==> config.mk <==
export PLATFORM = sky130hd
export DESIGN_NAME = fetch_queue
export DESIGN_NICKNAME = d
export VERILOG_FILES = /design/src/rtl/rv32_pkg.sv /design/src/rtl/fetch_queue.sv
export SDC_FILE = /design/constraint.sdc
export NUM_CORES = 1
export LEC_CHECK = 0
export BUFFER_PORTS_ARGS = -buffer_cell sky130_fd_sc_hd__buf_2
export CAP_MARGIN = 20
export CORE_AREA = 2 2 174 125
export DETAILED_ROUTE_END_ITERATION = 7
export DIE_AREA = 0 0 176 127
export GPL_TIMING_DRIVEN = 0
export PLACE_DENSITY = 0.88
export RECOVER_POWER = 25
export SYNTH_ARGS = -nofsm -noshare
export SYNTH_HDL_FRONTEND = slang
export SYNTH_SLANG_ARGS = --single-unit
==> constraint.sdc <==
create_clock -name clk -period 7.27 [get_ports clk]
set_clock_uncertainty 0.15 [all_clocks]
set_input_delay 0 -clock clk [delete_from_list [all_inputs] [get_ports clk]]
set_output_delay 0 -clock clk [all_outputs]
set_load 0.005 [all_outputs]
==> src/rtl/rv32_pkg.sv <==
// rv32_pkg: shared RV32I core definitions.
//   XLEN         - architectural register / PC width
//   NOP_INSTR    - canonical NOP (addi x0, x0, 0), presented when no entry is valid
//   INSTR_LEN32  - low two opcode bits that mark a 32-bit encoding
//   fetch_pkt_t  - {pc, instr} pair carried from fetch towards decode
//   is_len32     - true when an instruction word uses the 32-bit encoding
package rv32_pkg;

  localparam int XLEN = 32;

  localparam logic [31:0] NOP_INSTR   = 32'h0000_0013;
  localparam logic [1:0]  INSTR_LEN32 = 2'b11;

  typedef struct packed {
    logic [XLEN-1:0] pc;
    logic [XLEN-1:0] instr;
  } fetch_pkt_t;

  function automatic logic is_len32(input logic [1:0] opc_lo);
    return (opc_lo == INSTR_LEN32);
  endfunction

endpackage

==> src/rtl/fetch_queue.sv <==
// fetch_queue: circular buffer of {pc, instr} pairs between instruction
// memory and decode, so fetch keeps running while decode stalls.
// Ports:
//   clk, rst                 - clock; asynchronous active-low reset
//   flush                    - redirect: drop every entry on the next edge
//   in_valid/in_ready        - fetch-side handshake, with in_pc/in_instr
//   out_valid/out_ready      - decode-side handshake for the head entry
//   out_pc/out_instr         - head entry (0 / NOP when the queue is empty)
//   out_illegal              - head instruction is not a 32-bit encoding
//   count                    - number of occupied entries
module fetch_queue #(
  parameter int DEPTH = 4,
  parameter int XLEN  = rv32_pkg::XLEN
) (
  input  logic                     clk,
  input  logic                     rst,
  input  logic                     flush,
  input  logic                     in_valid,
  output logic                     in_ready,
  input  logic [XLEN-1:0]          in_pc,
  input  logic [XLEN-1:0]          in_instr,
  output logic                     out_valid,
  input  logic                     out_ready,
  output logic [XLEN-1:0]          out_pc,
  output logic [XLEN-1:0]          out_instr,
  output logic                     out_illegal,
  output logic [$clog2(DEPTH):0]   count
);

  import rv32_pkg::*;

  localparam int PTR_W = $clog2(DEPTH);
  localparam int CNT_W = PTR_W + 1;

  logic [XLEN-1:0]  pc_mem_r    [DEPTH];
  logic [XLEN-1:0]  instr_mem_r [DEPTH];
  logic [PTR_W-1:0] wr_ptr_r;
  logic [PTR_W-1:0] rd_ptr_r;
  logic [CNT_W-1:0] count_r;
  logic [CNT_W-1:0] count_nxt_s;

  logic in_ready_s;
  logic out_valid_s;
  logic push_s;
  logic pop_s;
  logic [XLEN-1:0] out_pc_s;
  logic [XLEN-1:0] out_instr_s;
  logic            out_illegal_s;

  // Handshake qualification; flush suppresses both sides in its cycle.
  always_comb begin
    in_ready_s  = (count_r != CNT_W'(DEPTH));
    out_valid_s = (count_r != {CNT_W{1'b0}});
    push_s      = in_valid && in_ready_s && !flush;
    pop_s       = out_valid_s && out_ready && !flush;
  end

  // Next occupancy: simultaneous push and pop leave it unchanged.
  always_comb begin
    count_nxt_s = count_r;
    case ({push_s, pop_s})
      2'b10:   count_nxt_s = count_r + CNT_W'(1);
      2'b01:   count_nxt_s = count_r - CNT_W'(1);
      default: count_nxt_s = count_r;
    endcase
  end

  // Pointer and count registers; pointers wrap naturally as DEPTH is a power of two.
  always_ff @(posedge clk or negedge rst) begin
    if (!rst) begin
      wr_ptr_r <= {PTR_W{1'b0}};
      rd_ptr_r <= {PTR_W{1'b0}};
      count_r  <= {CNT_W{1'b0}};
    end else if (flush) begin
      wr_ptr_r <= {PTR_W{1'b0}};
      rd_ptr_r <= {PTR_W{1'b0}};
      count_r  <= {CNT_W{1'b0}};
    end else begin
      if (push_s) wr_ptr_r <= wr_ptr_r + PTR_W'(1);
      if (pop_s)  rd_ptr_r <= rd_ptr_r + PTR_W'(1);
      count_r <= count_nxt_s;
    end
  end

  // Entry storage; cleared on reset so stale pairs never reappear.
  always_ff @(posedge clk or negedge rst) begin
    if (!rst) begin
      for (int i = 0; i < DEPTH; i++) begin
        pc_mem_r[i]    <= {XLEN{1'b0}};
        instr_mem_r[i] <= {XLEN{1'b0}};
      end
    end else if (push_s) begin
      pc_mem_r[wr_ptr_r]    <= in_pc;
      instr_mem_r[wr_ptr_r] <= in_instr;
    end
  end

  // Head presentation: NOP at PC 0 when empty, illegal flag only for a valid head.
  always_comb begin
    out_pc_s      = {XLEN{1'b0}};
    out_instr_s   = XLEN'(NOP_INSTR);
    out_illegal_s = 1'b0;
    if (out_valid_s) begin
      out_pc_s      = pc_mem_r[rd_ptr_r];
      out_instr_s   = instr_mem_r[rd_ptr_r];
      out_illegal_s = !is_len32(instr_mem_r[rd_ptr_r][1:0]);
    end else begin
      out_pc_s      = {XLEN{1'b0}};
      out_instr_s   = XLEN'(NOP_INSTR);
      out_illegal_s = 1'b0;
    end
  end

  assign in_ready    = in_ready_s;
  assign out_valid   = out_valid_s;
  assign out_pc      = out_pc_s;
  assign out_instr   = out_instr_s;
  assign out_illegal = out_illegal_s;
  assign count       = count_r;

endmodule

==> results of run 1 <==
flip-flops by register name, indices dropped and copies added (netlist names):
register     count
instr_mem_r    128
wr_ptr_r         2
count            3
rd_ptr_r         2
pc_mem_r       128
per-layer routing:
layer,GRT usage,up-vias,share of wire
li1,-,3239,-
met1,0.363,3821,0.47
met2,0.386,181,0.47
met3,0.0396,38,0.045
met4,0.0506,0,0.018
met5,0,-,0
through the flow:
| stage | setup WS [ps] | utilization |
|---|---|---|
| 2_1_floorplan | 4800 | - |
| 3_3_place_gp | 1380 | 0.646 |
| 3_5_place_dp | 4710 | 0.649 |
| 4_1_cts | 4310 | 0.720 |
| 5_1_grt | 2280 | 0.716 |
| 6_report | 3100 | 0.716 |
cell usage in the layout, fill, tap and decap left out, drive strengths merged:
cell type,netlist,routed
a2111oi,1,1
a21o,1,1
a21oi,4,4
a31oi,1,1
a32oi,1,1
and2,61,61
and3,1,1
and3b,1,1
buf,36,168
bufinv,0,1
clkbuf,15,61
clkinv,0,1
dfrtp,263,263
dlygate4sd3,0,69
fa,1,1
ha,4,4
inv,6,7
mux2,257,257
mux4,64,64
nand2,1,1
nand2b,4,4
nand3,8,8
nand4b,1,1
nor2,4,4
nor2b,1,1
nor3b,1,1
nor4b,1,1
o211a,1,1
o211ai,1,1
o21a,1,1
o21ai,4,4
o22ai,1,1
o311ai,1,1
o31ai,1,1
o41ai,1,1
or2,4,4
xor2,2,2
logic make-up (layout without fill, tap and decap cells):
family                   count (synthesis)  after routing
AO/OA/AOI/OAI                           19             19
XOR/XNOR                                 2              2
adder cells (fa/ha/maj)                  5              5
buffers and inverters                   57            307
flip-flops                             263            263
multiplexers                           321            321
AND/OR/NAND/NOR                         88             88
worst max-delay path: cells and delay by family:
| kind | cells | cell delay, ps |
|---|---|---|
| buf+inv | 5 | 3860 |
repair_timing:
item	4_1_cts	5_1_grt
setup endpoints to repair	0	0
gates resized for setup	0	0
buffers inserted	0	0
hold buffers	70	0
endpoints found under the hold margin	400	0
where the power goes:
| part | internal (mW) | leakage [nW] | switching [mW] |
|---|---|---|---|
| Combinational | 0.683 | 3.07 | 0.354 |
| Sequential | 1.86 | 3.31 | 0.204 |
| Clock | 0.698 | 0.364 | 0.533 |
| Total | 3.24 | 6.74 | 1.09 |
area by class of cell:
type	instances	area (sq um)
plain buffers	51	279
clock buffers	38	704
clock inverters	3	43.8
fillers	1333	5820
inverters	6	22.5
multi-input cells	435	5330
flip-flops and latches	263	6580
well taps	276	345
repair buffers	209	1410
path summary, 6_finish.rpt:
path | from | end | slack [ps] | cells after the start
min reg2reg | instr_mem_r[97] | instr_mem_r[97] | 350 | 1
max | rst | instr_mem_r[71] | 3100 | 5
max reg2reg | count[2] | instr_mem_r[93] | 4600 | 6
max in group clk | rd_ptr_r[0] | out_instr[23] | 4320 | 5
min | in_pc[6] | pc_mem_r[70] | 140 | 3
min in group asynchronous | rst | pc_mem_r[105] | 550 | 4
==> results.toml, run 1 <==
[placement]
io_buffers = 137
postPlaceCellArea_sq_um = 13300
dp_hpwl_um = 16600
dpl.cell_count = 1170
gp_congestion = 0.845

[setup_path]
path_class = "in -> async"
worstPathMaxFanout = 126
crit_path_start_kind = "primary input"
cpMostUsedCell = "dlygate4sd3_1"
crit_path_end_kind = "async pin"
critPathArrivalTime_ps = 3970
cp_slowest_stage_delay_ps = 2210
crit_slowest_cell = "clkbuf_2"
crit_chain = "dlygate4sd3_1 > dlygate4sd3_1 > clkbuf_1 > buf_16 > clkbuf_2"
required_ps = 7070

[hold_path]
hold_path.class = "in -> reg"

[timing]
rsz0062_at_grt = "no"
final-hold-violation-count = 0
fin_tns_setup_ps = 0
slew_headroom = -1.02
whs_ps = 136
min_period_over_period = 0.573
worst_pin_slew_ps = 3030
setup_violations = 0
maxSlewViolCount = 169
fin_crit_ps = 4170
fmax_ghz = 0.240

[drt]
vias_per_cell = 5.68
first_iter_violations = 503
postRouteAntennaNets = 0
drc_errors = 0
drt-total-wl_um = 26100
vias = 7279
drtPass1Iterations = 4
wl_per_cell_um = 20.4

[cts]
htreeDepth = 1
numCtsBuffers = 25
clockBufferDepth = 3
clockRootBuffer = "clkbuf_16"
cts_tree = "done"
clock_sinks = 263
insertion_delay_ps = 510
clk_pin_slew_ps = 60

[synthesis]
synth_compound_area_frac = 0.0104
synth_xor_area_frac = 0.00143
syn-num-nets = 829
synth_area_per_cell_sq_um = 16.2
muxShareOfSynthArea = 0.373
yosysUniqueCellTypes = 40
synth_fa_ha_area_frac = 0.00573
synth_area_leaders = "dfrtp_1 54%, mux2_2 18%, mux4_2 12%, mux2_4 7.4%, and2_1 3.1%"
ys_ff_latch = 263
synth_flop_cell = "dfrtp_1"
async_reset_ff_frac = 1.00
syn_inst = 755
ys_warn_count = 0
yosysMostFrequentCell = "dfrtp_1"
synthTopCellsByCount = "263 x dfrtp_1, 197 x mux2_2, 64 x mux4_2, 61 x and2_1, 60 x mux2_4"
yosysTopAreaCellShare = 0.538
seq_area_frac_synth = 0.538
netlist_area_sq_um = 12200
synth_edf_count = 0
synthSimpleGateAreaFrac = 0.0460
yosys.area.top_type = "dfrtp_1"
synth_top_family_by_area = "multiplexers"

[global_route]
grt_pass1_wl_um = 42900
overflow = 0
grt_max_degree = 127
antenna_found_initial = 0
grt_pass1_vias = 7813
grt_usage = 0.243

[outcome]
violations = "capacitance limit, slew limit"
outcome = "complete, but fails checks"

[floorplanning]
rows = 44
core_sq_um = 20500
dieArea_sq_um = 22400
ios = 139
start_util = 0.595
die_x_um = 176
die_h_um = 127

[power_and_ir_drop]
max-vdd-ir-drop_mv = 0.203
power-per-cell-area_nw_per_um2 = 294
power.leakage_nw = 6.74
power_mw = 4.33

[flow_run]
maxCapViolations = 2

[final_layout]
drive_gt1_frac = 0.524
stdcell_count = 1281
n_antenna_cell = 0
final_cell_area_sq_um = 14700
area_growth_pct = 20.3
final_nets = 1065
(Power assumes the default switching activity.)
==> inputs of run 2 (changes only) <==
- CORE_AREA: 2 2 174 125 -> 2 2 176 126
- DIE_AREA: 0 0 176 127 -> 0 0 178 128
- PLACE_DENSITY: 0.88 -> 0.86
- clock period: 7.27 -> 4 ns (I/O delays scaled with it)
==> results.toml, run 2 (same netlist as run 1, synthesis figures left out) <==
[global_route]
grt_max_degree = 110
grt_pass1_vias = 7966
grt_usage = 0.238
antenna_found_initial = 0
overflow = 0
grt_pass1_wl_um = 42500

[floorplanning]
rows = 45
die_h_um = 128
start_util = 0.576
die_x_um = 178
dieArea_sq_um = 22800
ios = 139
core_sq_um = 21200

[drt]
vias = 7319
drc_errors = 0
drtPass1Iterations = 4
wl_per_cell_um = 20.3
first_iter_violations = 467
vias_per_cell = 5.66
postRouteAntennaNets = 0
drt-total-wl_um = 26200

[power_and_ir_drop]
power-per-cell-area_nw_per_um2 = 536
power_switching_mw = 1.99
p_int_mw = 5.94
pwr-share-comb = 0.240
power.leakage_nw = 6.79
power_mw = 7.93
seqPwrFrac = 0.472
clockPowerShare = 0.288
swShare = 0.251
max-vdd-ir-drop_mv = 0.371

[cts]
clockRootBuffer = "clkbuf_16"
clk_pin_slew_ps = 60
insertion_delay_ps = 510
cts_hold_buf = 72
htreeDepth = 1
clock_sinks = 263
numCtsBuffers = 25
clockBufferDepth = 3
cts_tree = "done"
ctsResizeCount = 0
post_cts_buffers = 0

[placement]
postPlaceCellArea_sq_um = 13300
place_worst_setup_slack_ps = 1380
io_buffers = 137
dpl.cell_count = 1176
dp_hpwl_um = 16500
gp_congestion = 0.796

[setup_path]
required_ps = 3850
timing.critical_path.from = "count[0]"
worstPathMaxFanout = 10
crit_path_start_kind = "flop"
crit_chain = "buf_4 > or2_2 > nor2_1 > inv_1 > clkbuf_1 > and2_1 > buf_2"
crit_buf_inv = 4
critPathArrivalTime_ps = 2790
r2r_cells = 8
cp_slowest_stage_delay_ps = 410
path_class = "reg -> out"
cp_num_cells = 7
rrSetupSlack_ps = 1210
critPathCapture = "out_pc[1]"
cp_top_family = "buffers and inverters"
crit_slowest_cell = "dfrtp_1"
crit_path_end_kind = "output pin"
reg2reg_from = "count[0]"
worstReg2RegEnd = "count[1]"

[timing]
setup_ws_ps = 1060
fin_crit_ps = 2940
final-hold-violation-count = 0
min_period_over_period = 0.735
worst_pin_slew_ps = 2160
rsz0062_at_grt = "no"
maxSlewViolCount = 156
fmax_ghz = 0.340
slew_headroom = -0.437
setup_violations = 0

[final_layout]
drive_gt1_frac = 0.535
area_growth_pct = 21.0
multi_input_area_sq_um = 5340
final_nets = 1067
n_antenna_cell = 0
final_cell_area_sq_um = 14800
layout_commonest_cell = "dfrtp_1"
seq_area_sq_um = 6580
final_cell_mix = "263 x dfrtp_1, 197 x mux2_2, 161 x buf_2"
stdcell_count = 1292
fillers = 1392

[outcome]
violations = "capacitance limit, slew limit"
outcome = "complete, but fails checks"

[hold_path]
hold_path.class = "in -> reg"

[flow_run]
maxCapViolations = 2
-- run 2: changes by cell type in the layout (fill, tap and decap cells not counted), sizes merged, moves of 2 or more --
cell / previous run / this run
dlygate4sd3: 69 / 71
clkbuf: 61 / 52
clkinv: 1 / 7
buf: 168 / 173
-- run 2: worst min-delay path by stage --
stage                 startpoint               to  slack, ps  depth (start not counted)
finish                 in_pc[29]     pc_mem_r[61]        150                          3
global route            in_pc[4]     pc_mem_r[36]        150                          3
CTS                     in_pc[4]     pc_mem_r[36]        140                          3
detailed placement           rst    pc_mem_r[103]       -160                          1
global placement    in_instr[26]  instr_mem_r[58]        130                          2
floorplan                    rst         count[0]       -450                          0
-- run 2: metal layers --
metal | GRT usage | share of wire | up-vias
met5 | 0 | 0 | -
met4 | 0.0468 | 0.014 | 0
met3 | 0.0380 | 0.042 | 32
met2 | 0.386 | 0.48 | 176
met1 | 0.347 | 0.46 | 3863
li1 | - | - | 3248
-- run 2: area by class of cell --
class | instances | area share
buffer | 51 | 0.0192
clock buffer | 34 | 0.0459
clock inverter | 10 | 0.00694
inverter | 6 | 0.00152
multi-input combinational | 435 | 0.361
sequential | 263 | 0.445
tap | 282 | 0.0239
timing repair buffer | 211 | 0.0968
-- run 2: metrics by stage --
step           setup TNS (ps)  hold slack, ps   util
3_3_place_gp          -499680             130  0.625
2_1_floorplan               0            -446      -
4_1_cts                     0             136  0.700
3_5_place_dp                0            -165  0.628
5_1_grt                     0             147  0.697
6_report                    0             152  0.697
-- run 2: power groups by stage --
stage	Clock, mW	Sequential, mW	Combinational [mW]
detailed placement	0	3.77	1.85
global placement	0	3.73	1.77
global route	2.46	3.82	2.06
CTS	2.34	3.73	1.92
floorplan	0	3.64	1.39
finish	2.29	3.74	1.90
-- run 2: worst reg2reg max path, cell delays in order, from the launching register on --
cell and delay (ps):
dfrtp_1 410, buf_4 190, or2_2 320, a21o_1 180
and3b_1 200, fa_1 530, nand2_1 60, o211a_1 120
a2111oi_0 470
==> inputs of run 3 (changes only) <==
- clock period: 4 -> 3.04 ns (I/O delays scaled with it)
==> results.toml, run 3 (same netlist as run 1, synthesis figures left out) <==
[floorplanning]
dieArea_sq_um = 22800
core_sq_um = 21200
rows = 45
die_x_um = 178
start_util = 0.576
ios = 139
die_h_um = 128

[timing]
whs_ps = 152
min_period_over_period = 0.942
fin_crit_ps = 2860
maxSlewViolCount = 70
setup_violations = 0
slew_headroom = -0.110
final-hold-violation-count = 0
rsz0062_at_grt = "no"
worst_pin_slew_ps = 1670
fmax_ghz = 0.349

[final_layout]
drive_gt1_frac = 0.536
final_cell_mix = "263 x dfrtp_1, 197 x mux2_2, 161 x buf_2"
area_growth_pct = 21.2
final_nets = 1067
final_cell_area_sq_um = 14800
layout_commonest_cell = "dfrtp_1"
n_antenna_cell = 0

[cts]
clk_pin_slew_ps = 60
clockBufferDepth = 3
post_cts_buffers = 0
clock_sinks = 263
clockRootBuffer = "clkbuf_16"
numCtsBuffers = 25
cts_tree = "done"
insertion_delay_ps = 510
htreeDepth = 1

[setup_path]
cpMostUsedCell = "clkbuf_1"
cp_top_family = "buffers and inverters"
cp_slowest_stage_delay_ps = 610
crit_buf_inv = 3
worstReg2RegEnd = "count[1]"
r2r_cells = 8
crit_chain = "clkbuf_1 > clkbuf_1 > mux4_2 > and2_1 > buf_2"
critPathArrivalTime_ps = 2710
worstPathMaxFanout = 10
required_ps = 2890
crit_path_start_kind = "flop"
crit_slowest_cell = "clkbuf_1"
rrSetupSlack_ps = 240
crit_path_end_kind = "output pin"
reg2reg_from = "count[0]"
path_class = "reg -> out"

[drt]
first_iter_violations = 482
drtPass1Iterations = 4
vias = 7317
wl_per_cell_um = 20.3
vias_per_cell = 5.66
drc_errors = 0
postRouteAntennaNets = 0
drt-total-wl_um = 26200

[outcome]
violations = "capacitance limit, slew limit"
outcome = "complete, but fails checks"

[power_and_ir_drop]
max-vdd-ir-drop_mv = 0.488
power.leakage_nw = 6.80
power-per-cell-area_nw_per_um2 = 704

[global_route]
grt_pass1_wl_um = 42500
grt_max_degree = 110
grt_usage = 0.238
grt_pass1_vias = 7966
antenna_found_initial = 0
overflow = 0

[hold_path]
hp-start = "in_pc[29]"
hold_path.class = "in -> reg"
holdPathStages = 3
whs_endpoint = "pc_mem_r[61]"

[flow_run]
maxCapViolations = 1

[placement]
gp_congestion = 0.796
postPlaceCellArea_sq_um = 13300
dp_hpwl_um = 16500
io_buffers = 137
## run 3: changes by cell type in the layout (fill, tap and decap cells not counted), sizes merged
cell	delta
buf	+1
clkbuf	-1
## run 3: cell type report
| type | count | area [sq um] |
|---|---|---|
| Tap cell | 282 | 353 |
| Fill cell | 1388 | 6410 |
| Inverter | 6 | 22.5 |
| Clock buffer | 34 | 679 |
| Multi-Input combinational cell | 435 | 5340 |
| Timing Repair Buffer | 211 | 1450 |
| Buffer | 51 | 284 |
| Clock inverter | 10 | 103 |
| Sequential cell | 263 | 6580 |
## run 3: worst max path at each step
stage / slack (ps) / startpoint / depth (start not counted) / to
after floorplan: 570 / count[0] / 8 / count[1]
after global placement: -2880 / rst / 1 / instr_mem_r[40]
after detailed placement: 420 / count[0] / 8 / count[1]
after CTS: 80 / count[0] / 7 / out_instr[13]
after global routing: 10 / rd_ptr_r[1] / 5 / out_instr[10]
final: 180 / rd_ptr_r[1] / 5 / out_instr[10]
## run 3: timing repair
action / 4_1_cts / 5_1_grt
hold buffers: 72 / 0
gates resized for setup: 0 / 1
setup endpoints to repair: 0 / 32
endpoints found under the hold margin: 417 / 0
## run 3: stage by stage
stage | utilization | setup TNS [ps] | worst slack (ps) | instances | power [mW]
6_report | 0.698 | 0 | 175 | 1292 | 10.4
5_1_grt | 0.698 | 0 | 14.3 | 1292 | 11.0
4_1_cts | 0.700 | 0 | 77.0 | 1292 | 10.5
3_5_place_dp | 0.628 | 0 | 418 | 1176 | 7.39
3_3_place_gp | 0.625 | -752160 | -2880 | 1174 | 7.24
2_1_floorplan | - | 0 | 575 | 755 | 6.62
## run 3: report_power, final
part | total [mW] | internal, mW | switching [mW]
Combinational | 2.51 | 1.64 | 0.861
Sequential | 4.92 | 4.44 | 0.481
Clock | 3.01 | 1.73 | 1.28
## run 3: worst register-to-register path: stages, from the launching register on
cell       delay, ps
dfrtp_1          420
buf_4            190
or2_2            330
a21o_1           180
and3b_1          200
fa_1             520
nand2_1           60
o211a_1          120
a2111oi_0        460
## run 3: per-layer routing
layer,share of wire,wire (um),track usage
met3,0.042,1110,0.0380
met4,0.014,377,0.0468
met5,0,0,0
met1,0.46,12100,0.347
met2,0.48,12600,0.386
